## src/rtl/uart_tx_datapath.sv

```systemverilog
// ---------------------------------------------------------------------------
// uart_tx_datapath
//
// Serial-line datapath for the UART transmitter. It sits under the TX control
// FSM. It captures the parallel word and its parity bit when the FSM is idle.
// It walks the captured word LSB-first while the FSM is in its data state and
// tells the FSM when the last data bit is on the mux. All line values
// (start/data/parity/stop) go through one output flop, so TX_OUT is
// glitch-free and every bit period has the same one-cycle lag from mux_sel.
//
// Ports
//   clk          system / UART TX clock, rising edge
//   ARSTn        asynchronous active-low reset
//   P_DATA       parallel word to send
//   DATA_VALID   P_DATA valid this cycle (also seen by the FSM)
//   PAR_TYP      0 = even parity, 1 = odd parity; sampled with P_DATA
//   busy         FSM busy flag, low only while the FSM is idle
//   serial_en    FSM shift enable (advances the bit index in the data state)
//   mux_sel      line select: 00 start, 01 data, 10 parity, 11 idle/stop
//   serial_done  combinational: last data bit is being selected this cycle
//   TX_OUT       registered serial line, idles high
//   drop         one-cycle pulse: a word arrived while busy and was discarded
// ---------------------------------------------------------------------------
module uart_tx_datapath #(
    parameter int DATA_WIDTH = 8
) (
    input  logic                  clk,
    input  logic                  ARSTn,
    input  logic [DATA_WIDTH-1:0] P_DATA,
    input  logic                  DATA_VALID,
    input  logic                  PAR_TYP,
    input  logic                  busy,
    input  logic                  serial_en,
    input  logic [1:0]            mux_sel,
    output logic                  serial_done,
    output logic                  TX_OUT,
    output logic                  drop
);

    localparam int CNT_W = (DATA_WIDTH > 1) ? $clog2(DATA_WIDTH) : 1;
    localparam logic [CNT_W-1:0] CNT_LAST = CNT_W'(DATA_WIDTH - 1);
    localparam logic [CNT_W-1:0] CNT_ONE  = CNT_W'(1);

    typedef enum logic [1:0] {
        SEL_START  = 2'b00,
        SEL_DATA   = 2'b01,
        SEL_PARITY = 2'b10,
        SEL_IDLE   = 2'b11
    } line_sel_e;

    line_sel_e             line_sel;
    logic                  capture;
    logic                  reject;
    logic [DATA_WIDTH-1:0] data_q;
    logic                  par_q;
    logic [CNT_W-1:0]      cnt;
    logic                  ser_bit;
    logic                  tx_next;

    assign line_sel = line_sel_e'(mux_sel);

    // A word is accepted only while the FSM is idle. The same DATA_VALID that
    // the FSM sees on the cycle busy drops is therefore a capture, not a drop.
    assign capture = DATA_VALID & ~busy;
    assign reject  = DATA_VALID &  busy;

    // Parity is computed at capture time so the parity slot needs no logic
    // in the line path.
    always_ff @(posedge clk or negedge ARSTn) begin
        if (!ARSTn) begin
            data_q <= '0;
            par_q  <= 1'b0;
        end else if (capture) begin
            data_q <= P_DATA;
            par_q  <= (^P_DATA) ^ PAR_TYP;
        end
    end

    always_ff @(posedge clk or negedge ARSTn) begin
        if (!ARSTn) begin
            drop <= 1'b0;
        end else begin
            drop <= reject;
        end
    end

    // Bit index. It is cleared whenever the line is not in the data slot, so
    // an enable seen during the start slot never pre-advances it. The FSM
    // stops enabling at the last bit, so the index never wraps inside a frame.
    always_ff @(posedge clk or negedge ARSTn) begin
        if (!ARSTn) begin
            cnt <= '0;
        end else if (line_sel != SEL_DATA) begin
            cnt <= '0;
        end else if (serial_en) begin
            cnt <= cnt + CNT_ONE;
        end
    end

    // The word is indexed, not shifted, so data_q still holds the word after
    // the frame has been sent.
    assign ser_bit     = data_q[cnt];
    assign serial_done = (line_sel == SEL_DATA) && (cnt == CNT_LAST);

    always_comb begin
        tx_next = 1'b1;
        case (line_sel)
            SEL_START:  tx_next = 1'b0;
            SEL_DATA:   tx_next = ser_bit;
            SEL_PARITY: tx_next = par_q;
            SEL_IDLE:   tx_next = 1'b1;
            default:    tx_next = 1'b1;
        endcase
    end

    // The line resets high, so an abort mid-frame returns the line to idle
    // immediately.
    always_ff @(posedge clk or negedge ARSTn) begin
        if (!ARSTn) begin
            TX_OUT <= 1'b1;
        end else begin
            TX_OUT <= tx_next;
        end
    end

endmodule
```

## config.mk

```make
export PLATFORM = sky130hd
export DESIGN_NAME = uart_tx_datapath
export DESIGN_NICKNAME = d
export VERILOG_FILES = /design/src/rtl/uart_tx_datapath.sv
export SDC_FILE = /design/constraint.sdc
export NUM_CORES = 1
export LEC_CHECK = 0
export ABC_AREA = 1
export CORE_MARGIN = 1.5
export CORE_UTILIZATION = 47
export DETAILED_ROUTE_END_ITERATION = 16
export GPL_TIMING_DRIVEN = 0
export HOLD_SLACK_MARGIN = 0.05
export PLACE_DENSITY = 0.73
export SETUP_SLACK_MARGIN = 0.02
export SLEW_MARGIN = 20
export SYNTH_ARGS = -nofsm -noshare
export SYNTH_HDL_FRONTEND = slang
export SYNTH_SLANG_ARGS = --single-unit
```

## constraint.sdc

```tcl
create_clock -name clk -period 1.3 [get_ports clk]
set_input_delay 0.26 -clock clk [delete_from_list [all_inputs] [get_ports clk]]
set_output_delay 0.26 -clock clk [all_outputs]
set_load 0.02 [all_outputs]
```

==> flow_metrics.env <==
export IMPL_grt_use_total=0.1868
export IMPL_hold_path_class="input port to register"
export IMPL_most_common_layout_cells="sky130_fd_sc_hd__nand2_1 (37), sky130_fd_sc_hd__inv_1 (19), sky130_fd_sc_hd__clkdlybuf4s50_1 (14), sky130_fd_sc_hd__dfrtp_1 (13), sky130_fd_sc_hd__o21ai_0 (11)"
export IMPL_insertion_delay_ps=270
export IMPL_criticalPathCategory="register to output pin"
export IMPL_antenna_diode_count=0
export IMPL_buffer_ports_inserted=18
export IMPL_timing_final_setup_violations=2
export IMPL_placementRows=14
export IMPL_max_slew_margin=0.6033
export IMPL_grt_ovfl_total=0
export IMPL_layout_commonest_cell="sky130_fd_sc_hd__nand2_1"
export IMPL_cts_htree_levels=1
export IMPL_setup_total_negative_slack_ps=-270.8
export IMPL_irDropWorstVdd_mv=0.6508
export IMPL_cts_tree="yes"
export IMPL_worst_setup_path_start_kind="register"
export IMPL_flow_area_growth_from_synthesis_pct=31.56
export IMPL_period_share=1.197
export IMPL_dp_hpwl_um=1160
export IMPL_violations="setup timing"
export IMPL_setup_worst_path_end_class="output pin"
export IMPL_synth_largest_area_cell="sky130_fd_sc_hd__dfrtp_1"
export IMPL_worst_slew_pin_transition_ps=593.1
export IMPL_worst_path_most_repeated_cell="sky130_fd_sc_hd__ha_2"
export IMPL_place_gp_congestion=0.7228
export IMPL_final_hold_viol_count=0
export IMPL_fp_coreArea_um2=1541
export IMPL_setup_slack_ps=-256.4
export IMPL_antenna_left=0
export IMPL_die_width_um=44.28
export IMPL_standby_leakage_power_uw=0.0005669
export IMPL_crit_path_top_delay_cell="sky130_fd_sc_hd__dfrtp_1"
export IMPL_cp_slowest_stage_delay_ps=400
export IMPL_clock_root_buffer="sky130_fd_sc_hd__clkbuf_4"
export IMPL_synth_seq_cells=14
export IMPL_worstPathMaxFanout=2
export IMPL_die_area_um2=1960
export IMPL_clockBufferDepth=2
export IMPL_cp_arrival_ps=1300
export IMPL_final_net_count=153
export IMPL_top_level_ports=19
export IMPL_grt_antenna_before_repair=0
export IMPL_clkSlewWorstSetupHoldPaths_ps=80
export IMPL_die_height_um=44.28
export IMPL_routed_wl_um=1465
export IMPL_yosysWarnings=0
export IMPL_post_synth_num_cell_types=18
export IMPL_post_synth_top_area_fraction=0.4063
export IMPL_power_report_internal_total_uw=708.0
export IMPL_dr_first_iter_drc_count=11
export IMPL_detailroute_via_count=716
export IMPL_floorplan_initialDensity=0.5195
export IMPL_grt_pass1_wl_um=2677
export IMPL_cp_required_ps=1040
export IMPL_drcViolationCount=0
export IMPL_power_density_nw_per_um2=919.1
export IMPL_fin_crit_ps=1556
export IMPL_layout_drive_gt1_share=0.1418
export IMPL_mapped_cells=109
export IMPL_netSwitchingPower_uw=260.4
export IMPL_syn_nets=127
export IMPL_run_status="complete, but fails checks"
export IMPL_maxCapViolCount=0
export IMPL_clock_sinks=14
export IMPL_power_clock_fraction=0.249
export IMPL_final_setup_skew_ps=9.935
export IMPL_synth_avg_cell_area_um2=7.346
export IMPL_synth_seq_area_share=0.4391
export IMPL_drv_slew=0
export IMPL_seqPwrFrac=0.523
export IMPL_post_route_util=0.6834
export IMPL_netlist_top_cells_area="sky130_fd_sc_hd__dfrtp_1 (41%), sky130_fd_sc_hd__nand2_1 (17%), sky130_fd_sc_hd__inv_1 (8.9%)"
export IMPL_timing_critical_path_cells="ha_2, ha_2, nor3b_2, buf_4"
export IMPL_routedWlPerCell_um=9.767
export IMPL_combinationalPowerShare=0.227
export IMPL_detail_route_first_pass_iterations=4
export IMPL_tritoncts_num_buffers=3
export IMPL_synth_cell_area_um2=800.8
export IMPL_avgViaCountPerCell=4.773
export IMPL_grt_start_max_net_pins=15
export IMPL_power_share_switching=0.2689
export IMPL_grt_setup_unrepaired="true"
export IMPL_first_global_vias=686
export IMPL_maxClockFrequency_ghz=0.6425
==> flip-flops by register name (all words and copies together) (netlist names) <==
signal,count
data_q,8
drop,1
TX_OUT,1
cnt,3
par_q,1
==> worst paths after layout <==
path	from	end	slack, ps	cells after the start
max in group asynchronous	ARSTn	data_q[0]$_DFFE_PN0P_	540	1
worst min register to register	data_q[6]$_DFFE_PN0P_	data_q[6]$_DFFE_PN0P_	480	2
worst min-delay path	P_DATA[1]	data_q[1]$_DFFE_PN0P_	280	3
worst max-delay path	cnt[0]$_DFFE_PN0P_	serial_done	-260	4
worst max register to register	cnt[0]$_DFFE_PN0P_	TX_OUT$_DFF_PN1_	-10	7
min in group asynchronous	ARSTn	cnt[2]$_DFFE_PN0P_	360	1
==> worst max-delay path: cells and delay by family, from the launching register on <==
kind          cells  cell delay [ps]
fa+ha+maj         2              340
buf+inv           1              150
flops             1              400
simple gates      1              140
==> cell usage after synthesis <==
library cell                n
sky130_fd_sc_hd__and3_1     1
sky130_fd_sc_hd__nand2_1   37
sky130_fd_sc_hd__inv_1     19
sky130_fd_sc_hd__nor3b_1    1
sky130_fd_sc_hd__ha_1       2
sky130_fd_sc_hd__o211ai_1   3
sky130_fd_sc_hd__a21oi_1    2
sky130_fd_sc_hd__dfrtp_1   13
sky130_fd_sc_hd__o21ai_1    3
sky130_fd_sc_hd__nand3_1    4
sky130_fd_sc_hd__xor2_1     1
sky130_fd_sc_hd__buf_6      2
sky130_fd_sc_hd__o21ai_0   11
sky130_fd_sc_hd__a21oi_2    1
sky130_fd_sc_hd__inv_2      1
sky130_fd_sc_hd__nor2_1     4
sky130_fd_sc_hd__nand2_2    3
sky130_fd_sc_hd__dfstp_2    1
==> routing by layer <==
| metal | routed length, um | vias up | part of all wire | GRT usage |
|---|---|---|---|---|
| li1 | - | 389 | - | - |
| met1 | 664 | 314 | 0.45 | 0.2277 |
| met2 | 738 | 11 | 0.50 | 0.3147 |
| met3 | 49 | 2 | 0.033 | 0.04082 |
| met4 | 12 | 0 | 0.0082 | 0.08485 |
| met5 | 0 | - | 0 | 0 |
==> kinds of logic (layout without fill, tap and decap cells) <==
group,Yosys count,after routing,share of synthesized area
compound gates,20,20,0.1391
xor+xnor,1,1,0.01094
fa+ha+maj,2,2,0.03125
buf+inv,22,47,0.1219
flops,14,14,0.4391
simple gates,50,50,0.2578
==> power by group through the flow <==
stage	Clock, uW	Sequential [uW]	Combinational [uW]
after global routing	274	512	255
final	242	507	220
after floorplan	0	517	118
after global placement	0	515	213
after detailed placement	0	517	219
after CTS	254	506	221
==> area by class of cell <==
| class | instances | area (um2) |
|---|---|---|
| plain buffers | 2 | 22.52 |
| clock buffers | 4 | 26.28 |
| fillers | 125 | 488.0 |
| inverters | 20 | 75.07 |
| multi-input cells | 73 | 361.6 |
| flip-flops and latches | 14 | 351.6 |
| well taps | 16 | 20.02 |
| repair buffers | 21 | 196.4 |
==> what timing repair did <==
action | CTS | global route
pin swaps | 0 | 0
resized for setup | 12 | 1
endpoints found under the hold margin | 0 | 0
endpoints found under the setup margin | 3 | 2
setup buffers | 2 | 1
hold buffers | 0 | 0
==> stage by stage <==
stage	setup slack, ps	power (uW)	cells	instance area (um2)	hold slack (ps)
after floorplan	53.08	634.7	109	805.8	-35.59
after global placement	-500.7	728.0	143	1006	469.1
after detailed placement	-512.8	735.7	143	1006	462.2
after CTS	-251.3	981.1	149	1044	377.3
after global routing	-307.3	1041	150	1054	318.3
final	-256.4	968.3	150	1054	277.6
(Power assumes the default switching activity.)
==> variant, RTL diff (config.mk and constraints unchanged) <==
Add an input register stage for `P_DATA`, cleared by the reset; this delays it by one clock. The other inputs are not delayed to match. Comments in the files are not updated.
--- a/src/rtl/uart_tx_datapath.sv
+++ b/src/rtl/uart_tx_datapath.sv
@@ -49,4 +49,14 @@
     } line_sel_e;
 
+    logic [DATA_WIDTH-1:0] P_DATA_q;
+
+    always_ff @(posedge clk or negedge ARSTn) begin
+        if (!ARSTn) begin
+            P_DATA_q <= '0;
+        end else begin
+            P_DATA_q <= P_DATA;
+        end
+    end
+
     line_sel_e             line_sel;
     logic                  capture;
@@ -72,6 +82,6 @@
             par_q  <= 1'b0;
         end else if (capture) begin
-            data_q <= P_DATA;
-            par_q  <= (^P_DATA) ^ PAR_TYP;
+            data_q <= P_DATA_q;
+            par_q  <= (^P_DATA_q) ^ PAR_TYP;
         end
     end
Check against the original RTL: not equivalent (a bounded check fails within 4 cycles, from zero or initial values and one cycle with ARSTn low).
==> variant against the unedited design <==
Cell area rose by 20%. The run still ends with negative setup slack left. Highest routed layer unchanged. Worst setup slack got worse by 0.037 ns. Clock skew fell by 0.0080 ns. Global-route usage fell by 0.55 points. Area after synthesis rose by 25%. First-iteration DRC count rose by 73%. Core utilization fell by 4.5 points. Via count rose by 13%. Wire length rose by 25%. Clock power rose by 52%. Total power rose by 41%. Count of clock-buffer cells in the layout did not move. Sequential cell count rose by 8.
==> variant: results (changes against the unedited design) <==
| Metric | Value |
|---|---|
| Setup ws final | `-0.294 ns (-0.0373 ns)` |
| Violated checks | `negative setup slack` |
| R2R Path End | `par_q` |
| VDD IR max | `0.877 mV (+35%)` |
| Seq/Total Area, Yosys | `55.1% (+11 points)` |
| Place WS | `-0.499 ns (+0.0141 ns)` |
| R2R depth | `6 (-1)` |
| Synth Area in Adders | `2.50% (-0.62 points)` |
| Hold Crit Start | `P_DATA[5]` |
| Share of cells above drive strength 1 | `14.9% (+0.71 points)` |
| Global-route wire length before repair | `3260 um (+22%)` |
| Total Routing Usage GR | `18.1% (-0.55 points)` |
| Synth top cells by count | `nand2_1 (37), dfrtp_1 (21), inv_1 (18), o21ai_0 (11)` |
| Top post-synthesis cells by area | `dfrtp_1 (53%), nand2_1 (14%), inv_1 (6.8%), o21ai_0 (5.5%), dfstp_2 (2.6%)` |
| Max Clock Skew | `0.00193 ns (-0.00800 ns)` |
| Detailed placement HPWL | `1280 um (+10%)` |
| Leakage | `0.000647 uW (+14%)` |
| Syn_nets | `135 (+6.3%)` |
| Placed instance area | `1220 um2 (+21%)` |
| Largest net degree at the start of global routing | `23 (+8)` |
| Synth Area in XOR/XNOR | `0.875% (-0.22 points)` |
| # setup viols final | `1 (-1)` |
| Clock-pin slew on the worst setup and hold paths | `0.11 ns (+0.03 ns)` |
| Router iterations before antenna repair | `7 (+3)` |
| Via count of the first global-routing pass | `794 (+16%)` |
| Clk_lat worst skew | `0.30 ns (+0.03 ns)` |
| Compound-Gate Fraction of Synth Area | `11.1% (-2.8 points)` |
| Outcome | `finished with violations` |
| Layout Nets | `160 (+4.6%)` |
| Fin Hold WS | `0.377 ns (+0.0990 ns)` |
==> variant: what timing repair did <==
item                       4_1_cts  5_1_grt
pin swaps                        1        5
setup buffers                    2        2
setup endpoints to repair        3        4
resized for setup               12        2
==> variant: metal layers <==
layer	global-route usage, %	vias to the layer above	routed length (um)
met3	4.60	4	107
met4	6.19	0	25
met2	32.0	29	952
li1	-	413	-
met5	0	-	0
met1	21.3	365	751
==> variant: worst max-delay path by stage <==
| stage | to | slack, ns | cells after the start |
|---|---|---|---|
| 4_1_cts | serial_done | -0.32 | 4 |
| 3_5_place_dp | serial_done | -0.50 | 4 |
| 2_1_floorplan | serial_done | 0.05 | 3 |
| 3_3_place_gp | serial_done | -0.50 | 4 |
| 6_report | serial_done | -0.29 | 4 |
| 5_1_grt | serial_done | -0.34 | 4 |
==> variant: worst reg2reg max path, cell delays in order, from the launching register on <==
cell	delay, ns
dfrtp_1	0.42
nand2_1	0.13
nand3_1	0.12
nand3_1	0.15
nand3_1	0.11
nand3_1	0.10
nand2_1	0.05
==> variant: layout make-up <==
cell class	instances	area [um2]
Buffer	1	11.3
Clock buffer	4	36.3
Fill cell	158	717
Inverter	20	75.1
Multi-Input combinational cell	73	362
Sequential cell	22	552
Tap cell	27	33.8
Timing Repair Buffer	21	195
==> variant: metrics by stage <==
step	std cells	TNS (ns)
after floorplan	117	0
after detailed placement	162	-4.53
after CTS	168	-0.317
after global routing	168	-0.340
final	168	-0.294
after global placement	162	-3.68
==> variant: cell families (layout without fill, tap and decap cells) <==
group | count (synthesis) | in the layout
AO/OA/AOI/OAI | 20 | 20
flip-flops | 22 | 22
XOR/XNOR | 1 | 1
AND/OR/NAND/NOR | 50 | 50
buffers and inverters | 22 | 46
adder cells (fa/ha/maj) | 2 | 2
==> variant: power breakdown <==
part	switching [uW]	total, uW	internal [uW]
clock	198	369	171
sequential	30.4	776	746
combinational	120	222	102
